`src/rtl/tlb_write_unit.sv`:
```
// tlb_write_unit: executes TLBR / TLBWI / TLBWR / TLBP against the
// architectural TLB table, and owns the CP0 Random and Wired registers.
// The table is held in flops because every entry is exported on tlb_table
// to the lookup units each cycle.
// Optional feature: define TLB_FLUSH_EN to add the flush_req input and the
// FLUSH state, which clears v0/v1/G of every entry one entry per cycle.

package tlb_write_unit_pkg;
  typedef struct packed {
    logic [18:0] vpn2;
    logic [7:0]  asid;
    logic        g;
    logic [19:0] pfn0;
    logic [19:0] pfn1;
    logic        v0;
    logic        v1;
    logic        d0;
    logic        d1;
  } tlb_entry_t;

  localparam logic [1:0] OP_TLBR  = 2'b00;
  localparam logic [1:0] OP_TLBWI = 2'b01;
  localparam logic [1:0] OP_TLBWR = 2'b10;
  localparam logic [1:0] OP_TLBP  = 2'b11;
endpackage

module tlb_write_unit
  import tlb_write_unit_pkg::*;
#(
  parameter int TLB_ENTRIES = 16,
  parameter int IDX_W       = $clog2(TLB_ENTRIES)
) (
  input  logic                              clk,
  input  logic                              resetn,
  input  logic                              req_valid,
  output logic                              req_ready,
  input  logic [1:0]                        req_op,
  input  logic [IDX_W-1:0]                  req_index,
  input  tlb_entry_t                        req_entry,
  input  logic                              wired_we,
  input  logic [IDX_W-1:0]                  wired_wdata,
`ifdef TLB_FLUSH_EN
  input  logic                              flush_req,
`endif
  output logic                              resp_valid,
  output tlb_entry_t                        resp_entry,
  output logic                              resp_hit,
  output logic [IDX_W-1:0]                  resp_index,
  output logic [IDX_W-1:0]                  random,
  output tlb_entry_t [TLB_ENTRIES-1:0]      tlb_table
);

  localparam logic [IDX_W-1:0] LAST_IDX = IDX_W'(TLB_ENTRIES - 1);

  typedef enum logic [1:0] {
    S_IDLE  = 2'd0,
    S_PROBE = 2'd1,
    S_RESP  = 2'd2,
    S_FLUSH = 2'd3
  } state_t;

  state_t                         state_reg, state_next;
  logic [IDX_W-1:0]               scan_idx_reg, scan_idx_next;
  logic [18:0]                    key_vpn2_reg;
  logic [7:0]                     key_asid_reg;
  logic [IDX_W-1:0]               random_reg;
  logic [IDX_W-1:0]               wired_reg;
  tlb_entry_t                     resp_entry_reg;
  logic                           resp_hit_reg;
  logic [IDX_W-1:0]               resp_index_reg;
  tlb_entry_t [TLB_ENTRIES-1:0]   table_reg;

  logic                           accept;
  logic                           wr_en;
  logic [IDX_W-1:0]               wr_idx;
  tlb_entry_t                     scan_entry;
  logic                           probe_match;
  logic                           scan_last;
  logic                           flush_start;

`ifdef TLB_FLUSH_EN
  assign flush_start = (state_reg == S_IDLE) && flush_req;
`else
  assign flush_start = 1'b0;
`endif

  // A pending flush steals the idle slot, so the pipeline sees not-ready.
  assign req_ready   = (state_reg == S_IDLE) && !flush_start;
  assign accept      = req_valid && req_ready;

  // TLBWR takes whatever Random shows in the accept cycle.
  assign wr_en       = accept && ((req_op == OP_TLBWI) || (req_op == OP_TLBWR));
  assign wr_idx      = (req_op == OP_TLBWR) ? random_reg : req_index;

  // Same match rule as the lookup units: VPN2 equal and (global or ASID equal).
  assign scan_entry  = table_reg[scan_idx_reg];
  assign probe_match = (state_reg == S_PROBE) &&
                       (scan_entry.vpn2 == key_vpn2_reg) &&
                       (scan_entry.g || (scan_entry.asid == key_asid_reg));
  assign scan_last   = (scan_idx_reg == LAST_IDX);

  assign resp_valid  = (state_reg == S_RESP);
  assign resp_entry  = resp_entry_reg;
  assign resp_hit    = resp_hit_reg;
  assign resp_index  = resp_index_reg;
  assign random      = random_reg;
  assign tlb_table   = table_reg;

  // Next-state logic; the scan counter is shared by PROBE and FLUSH.
  always_comb begin
    state_next    = state_reg;
    scan_idx_next = scan_idx_reg;
    case (state_reg)
      S_IDLE: begin
        if (flush_start) begin
          state_next    = S_FLUSH;
          scan_idx_next = '0;
        end else if (accept) begin
          scan_idx_next = '0;
          state_next    = (req_op == OP_TLBP) ? S_PROBE : S_RESP;
        end
      end
      S_PROBE: begin
        if (probe_match || scan_last) state_next = S_RESP;
        else                          scan_idx_next = scan_idx_reg + 1'b1;
      end
      S_FLUSH: begin
        if (scan_last) state_next = S_RESP;
        else           scan_idx_next = scan_idx_reg + 1'b1;
      end
      S_RESP:  state_next = S_IDLE;
      default: state_next = S_IDLE;
    endcase
  end

  // FSM state, scan counter, probe key and response registers.
  always_ff @(posedge clk) begin
    if (!resetn) begin
      state_reg      <= S_IDLE;
      scan_idx_reg   <= '0;
      key_vpn2_reg   <= '0;
      key_asid_reg   <= '0;
      resp_entry_reg <= '0;
      resp_hit_reg   <= 1'b0;
      resp_index_reg <= '0;
    end else begin
      state_reg    <= state_next;
      scan_idx_reg <= scan_idx_next;
      if (accept && (req_op == OP_TLBP)) begin
        key_vpn2_reg <= req_entry.vpn2;
        key_asid_reg <= req_entry.asid;
      end
      if (accept && (req_op == OP_TLBR))
        resp_entry_reg <= table_reg[req_index];
      if ((state_reg == S_PROBE) && (probe_match || scan_last)) begin
        resp_hit_reg   <= probe_match;
        resp_index_reg <= probe_match ? scan_idx_reg : '0;
      end
    end
  end

  // Random walks down from the top to Wired and wraps; a Wired write restarts it.
  always_ff @(posedge clk) begin
    if (!resetn) begin
      random_reg <= LAST_IDX;
      wired_reg  <= '0;
    end else if (wired_we) begin
      random_reg <= LAST_IDX;
      wired_reg  <= wired_wdata;
    end else if (random_reg <= wired_reg) begin
      random_reg <= LAST_IDX;
    end else begin
      random_reg <= random_reg - 1'b1;
    end
  end

  // Per-entry storage: written only by TLBWI/TLBWR or by the flush sweep.
  for (genvar gi = 0; gi < TLB_ENTRIES; gi++) begin : g_entry
    always_ff @(posedge clk) begin
      if (!resetn) begin
        table_reg[gi] <= '0;
      end else if (wr_en && (wr_idx == IDX_W'(gi))) begin
        table_reg[gi] <= req_entry;
      end
`ifdef TLB_FLUSH_EN
      else if ((state_reg == S_FLUSH) && (scan_idx_reg == IDX_W'(gi))) begin
        table_reg[gi].v0 <= 1'b0;
        table_reg[gi].v1 <= 1'b0;
        table_reg[gi].g  <= 1'b0;
      end
`endif
    end
  end

endmodule

```
`config.mk`:
```
export PLATFORM = sky130hd
export DESIGN_NAME = tlb_write_unit
export DESIGN_NICKNAME = d
export VERILOG_FILES = /design/src/rtl/tlb_write_unit.sv
export SDC_FILE = /design/constraint.sdc
export NUM_CORES = 2
export LEC_CHECK = 0
export ABC_CLOCK_PERIOD_IN_PS = 3550
export CAP_MARGIN = 20
export CORE_AREA = 2 2 512 514
export DETAILED_ROUTE_END_ITERATION = 7
export DIE_AREA = 0 0 514 516
export GPL_TIMING_DRIVEN = 0
export PLACE_DENSITY_LB_ADDON = 0.25
export RECOVER_POWER = 25
export SLEW_MARGIN = 20
export SYNTH_ARGS = -nofsm -noshare
export SYNTH_HDL_FRONTEND = slang
export SYNTH_SLANG_ARGS = --single-unit
```
`constraint.sdc`:
```
create_clock -name clk -period 3.55 [get_ports clk]
set_clock_uncertainty 0.1 [all_clocks]
set_input_delay 0.5325 -clock clk [delete_from_list [all_inputs] [get_ports clk]]
set_output_delay 0.5325 -clock clk [all_outputs]
set_load 0.01 [all_outputs]
```
==> key figures <==
Flow run
  • Max Cap Viol: 0

Clocking
  • Clk sinks: 1270
  • Clock Tree Buf Depth: 3
  • Num CTS Buffers: 155
  • CTS tree: yes
  • CTS H-tree depth: 4
  • Clk Latency, worst-skew pair: 0.84 ns
  • CTS clk-pin slew, worst paths: 0.09 ns
  • Root Buffer: clkbuf_16

Floorplan
  • Die area: 265000 sq um
  • Die Wd: 514 um
  • I/O pins: 1321
  • Row count: 187
  • Initial Utilization: 21.8%
  • Die height: 516 um
  • CORE AREA: 259000 sq um

Route
  • DRC: 0
  • Post-DRT Antenna Nets: 0
  • Vias per Instance: 5.32
  • DRT iter0 DRCs: 8156
  • Post-Route WL: 439 mm
  • First-pass DRT Iterations: 6
  • Via count: 61819
  • WL per Instance: 37.8 um

STA
  • Setup ws final: -0.431 ns
  • Final hold violations: 0
  • Final worst-path cycle share: 112%
  • RSZ-0062 raised after global routing: true
  • Slew margin rel.: 12.7%
  • Count of final setup violators: 157
  • Worst Tran Pin Value: 1.31 ns
  • Slew Limit Fails: 0
  • FMAX: 251 MHz
  • Tmin final: 3.98 ns
  • Total negative setup slack: -11.72 ns

Place
  • DP Wirelength: 357 mm
  • Port bufs: 1245
  • Gp weighted congestion: 0.981
  • Placed standard-cell area: 74800 sq um

Min path
  • Worst hold path startpoint: req_entry[51]
  • Worst hold path depth: 3
  • Hold WC Path Type: primary input to flip-flop
  • Hold Path Sink: tlb_table[915]

Worst setup path
  • Worst r2r dst: scan_idx_reg[2]
  • Req. time, crit path: 4.14 ns
  • Crit-path cells: buf_12 > buf_4 > buf_12 > mux4_2 > mux2i_4 > xnor2_2 > nor4_1 > a31oi_1 > nor4_2 > buf_4 > o2111ai_4 > buf_6 > buf_8 > nand4_1 > a31oi_4
  • Slowest-stage cell, CP: mux4_2
  • Worst Path Buf+Inv: 6
  • Max incr delay on CP: 0.52 ns
  • CP endpoint kind: flip-flop
  • CP Class: flip-flop to flip-flop
  • Reg2Reg Setup Slack: -0.43 ns
  • Worst r2r path cells: 15
  • CP delay by family, top: compound AO/OA/AOI/OAI gates
  • Worst-path fanout max: 9
  • Worst R2R Start: scan_idx_reg[1]
  • CP startpoint kind: flip-flop
  • CP arrival: 4.57 ns

Synth
  • Post-synthesis mux area share: 19.4%
  • Synth unique cells: 53
  • Sequential share of the synthesized area: 44.9%
  • Synth Area in Adders: 0.199%
  • Yosys reg bits: 1270
  • XOR/XNOR Fraction of Synth Area: 0.804%
  • Cell count after synthesis: 6531
  • Post-Synthesis Cell Area: 56600 sq um
  • Post-Synthesis Net Count: 6626
  • Synth warnings: 0
  • Post-Synth Simple-Gate Area: 17.8%
  • Avg Cell Area, Syn: 8.67 sq um
  • Post-synth EDFFs: 0
  • Post-synth ARST share: 0%
  • Main combinational cell family by area after synthesis: multiplexers
  • Synth Area in Compound Gates: 12.2%
  • Top FF cell, synth: dfxtp_1

Outcome
  • Violated checks: setup timing
  • Status: finished with violations

GRT
  • Largest net degree at the start of global routing: 18
  • Vias in the first global route: 57104
  • GR Overflow Total: 0
  • Initial antenna violation count: 51
  • GRT Overall Usage: 31.7%
  • First-pass GRT wire length: 561 mm

Power and ir drop
  • Static Leak: 27.8 nW
  • Worst vdd ir: 0.411 mV
  • Clock power share: 48.6%
  • PwrDens: 415 nW/um^2
  • Net Sw Frac: 28.2%
  • NetSw: 9.57 mW
  • P_int: 24.3 mW
  • Sequential power share: 42.9%
  • Logic pwr share: 8.5%

Layout
  • Final Instance Area: 81700 sq um
  • Fin nets: 8158
  • Max FFs per register: 1152
  • Layout cells sized above 1: 12.5%
  • P&R area growth vs syn: 44.3%
-- area by class of cell --
cell class | instances | area [sq um]
well taps | 3402 | 4260
fillers | 27019 | 178000
clock buffers | 227 | 4440
flip-flops and latches | 1270 | 25400
repair buffers | 1382 | 14600
plain buffers | 653 | 3050
multi-input cells | 4588 | 29100
diodes | 32 | 80.1
clock inverters | 51 | 691
inverters | 13 | 48.8
-- worst max path at each step --
stage,start,endpoint,slack [ns],cells after the start
6_report,scan_idx_reg[1],scan_idx_reg[2],-0.43,15
5_1_grt,scan_idx_reg[1],scan_idx_reg[2],-0.34,14
4_1_cts,scan_idx_reg[1],scan_idx_reg[2],-0.36,11
3_5_place_dp,scan_idx_reg[1],scan_idx_reg[2],-2.68,11
3_3_place_gp,req_index[0],tlb_table[398],-5.29,9
2_1_floorplan,req_index[0],resp_entry[61],0.33,7
-- per-stage QoR --
stage	instances	utilization (%)	worst slack (ns)	total power, mW	hold slack (ns)
6_report	11618	31.5	-0.431	33.9	0.0613
3_3_place_gp	11178	28.3	-5.29	17.5	0.343
4_1_cts	11568	31.3	-0.356	33.9	0.00487
5_1_grt	11594	31.5	-0.344	34.6	0.0401
3_5_place_dp	11235	28.9	-2.68	17.6	0.350
2_1_floorplan	6531	-	0.334	16.0	0.335
-- power by group through the flow --
| stage | Combinational, mW | Sequential (mW) | Clock (mW) |
|---|---|---|---|
| floorplan | 1.15 | 14.8 | 0 |
| global placement | 2.60 | 14.9 | 0 |
| detailed placement | 2.71 | 14.9 | 0 |
| CTS | 2.80 | 14.5 | 16.6 |
| global route | 2.91 | 14.6 | 17.1 |
| finish | 2.87 | 14.6 | 16.5 |
-- kinds of logic after synthesis --
logic type      Yosys count
flops                  1270
simple gates           2643
compound gates         1343
xor+xnor                 52
mux                     541
buf+inv                 673
fa+ha+maj                 9
-- metal layers --
| layer | routed length [um] | track usage, % | up-vias |
|---|---|---|---|
| li1 | - | - | 25290 |
| met1 | 155000 | 36.1 | 31123 |
| met2 | 200000 | 51.0 | 4482 |
| met3 | 49600 | 10.1 | 902 |
| met4 | 34600 | 21.0 | 22 |
| met5 | 139 | 0 | - |
-- cell usage in the layout (no fill, tap or decap), types with 8 or more instances in the layout --
cell type / count
nor2_1: 15
clkbuf_1: 545
nand2_1: 2527
buf_4: 36
clkbuf_8: 27
xnor2_1: 23
xor2_1: 21
buf_8: 9
nand3_1: 8
mux4_2: 444
ha_1: 9
diode_2: 32
buf_6: 9
inv_1: 13
clkbuf_2: 77
clkdlybuf4s50_1: 642
mux2i_1: 71
clkinv_2: 22
nand2_2: 11
nor2_4: 17
buf_12: 64
clkinv_16: 9
buf_16: 20
dlygate4sd3_1: 635
dfxtp_1: 1267
buf_1: 18
o21ai_0: 10
mux2_2: 11
buf_2: 15
clkbuf_16: 157
clkbuf_4: 8
a21oi_1: 1266
a22oi_1: 10
-- worst register-to-register path, stage by stage (launching register included) --
cell and delay, ns:
dfxtp_4 0.49, buf_12 0.19, buf_4 0.17, buf_12 0.13, mux4_2 0.52, mux2i_4 0.27
xnor2_2 0.16, nor4_1 0.08, a31oi_1 0.21, nor4_2 0.08, buf_4 0.18, o2111ai_4 0.37
buf_6 0.17, buf_8 0.12, nand4_1 0.15, a31oi_4 0.41
-- timing repair --
action	CTS	global route
hold endpoints to repair	164	0
pin swaps	18	21
buffers inserted	28	18
hold buffers	32	0
setup endpoints to repair	426	426
resized for setup	146	99
-- synthesized netlist by cell type, drive strengths merged (2+ instances only) --
cell type,number,area (sq um)
nor3,8,40.0
a211oi,4,30.0
nor4,3,18.8
nand2b,4,25.0
a21o,2,15.0
nor2b,4,25.0
a22o,4,35.0
and2,5,31.3
mux4,445,10000
a211o,2,17.5
mux2i,84,841
a22oi,12,90.1
mux2,12,135
nand4,7,43.8
inv,13,48.8
a221oi,8,70.1
nand3b,4,30.0
nor2,36,135
xor2,24,210
o21a,5,37.5
nand2,2545,9550
nand3,12,60.1
o21ai,15,75.1
and3,6,37.5
a21oi,1272,6370
o2111ai,3,43.8
or3,2,12.5
xnor2,28,245
and2b,2,15.0
a31oi,6,37.5
clkbuf,592,2220
o22ai,4,25.0
ha,9,113
buf,68,364
dfxtp,1270,25400
or2,2,12.5
(Power assumes the default switching activity.)
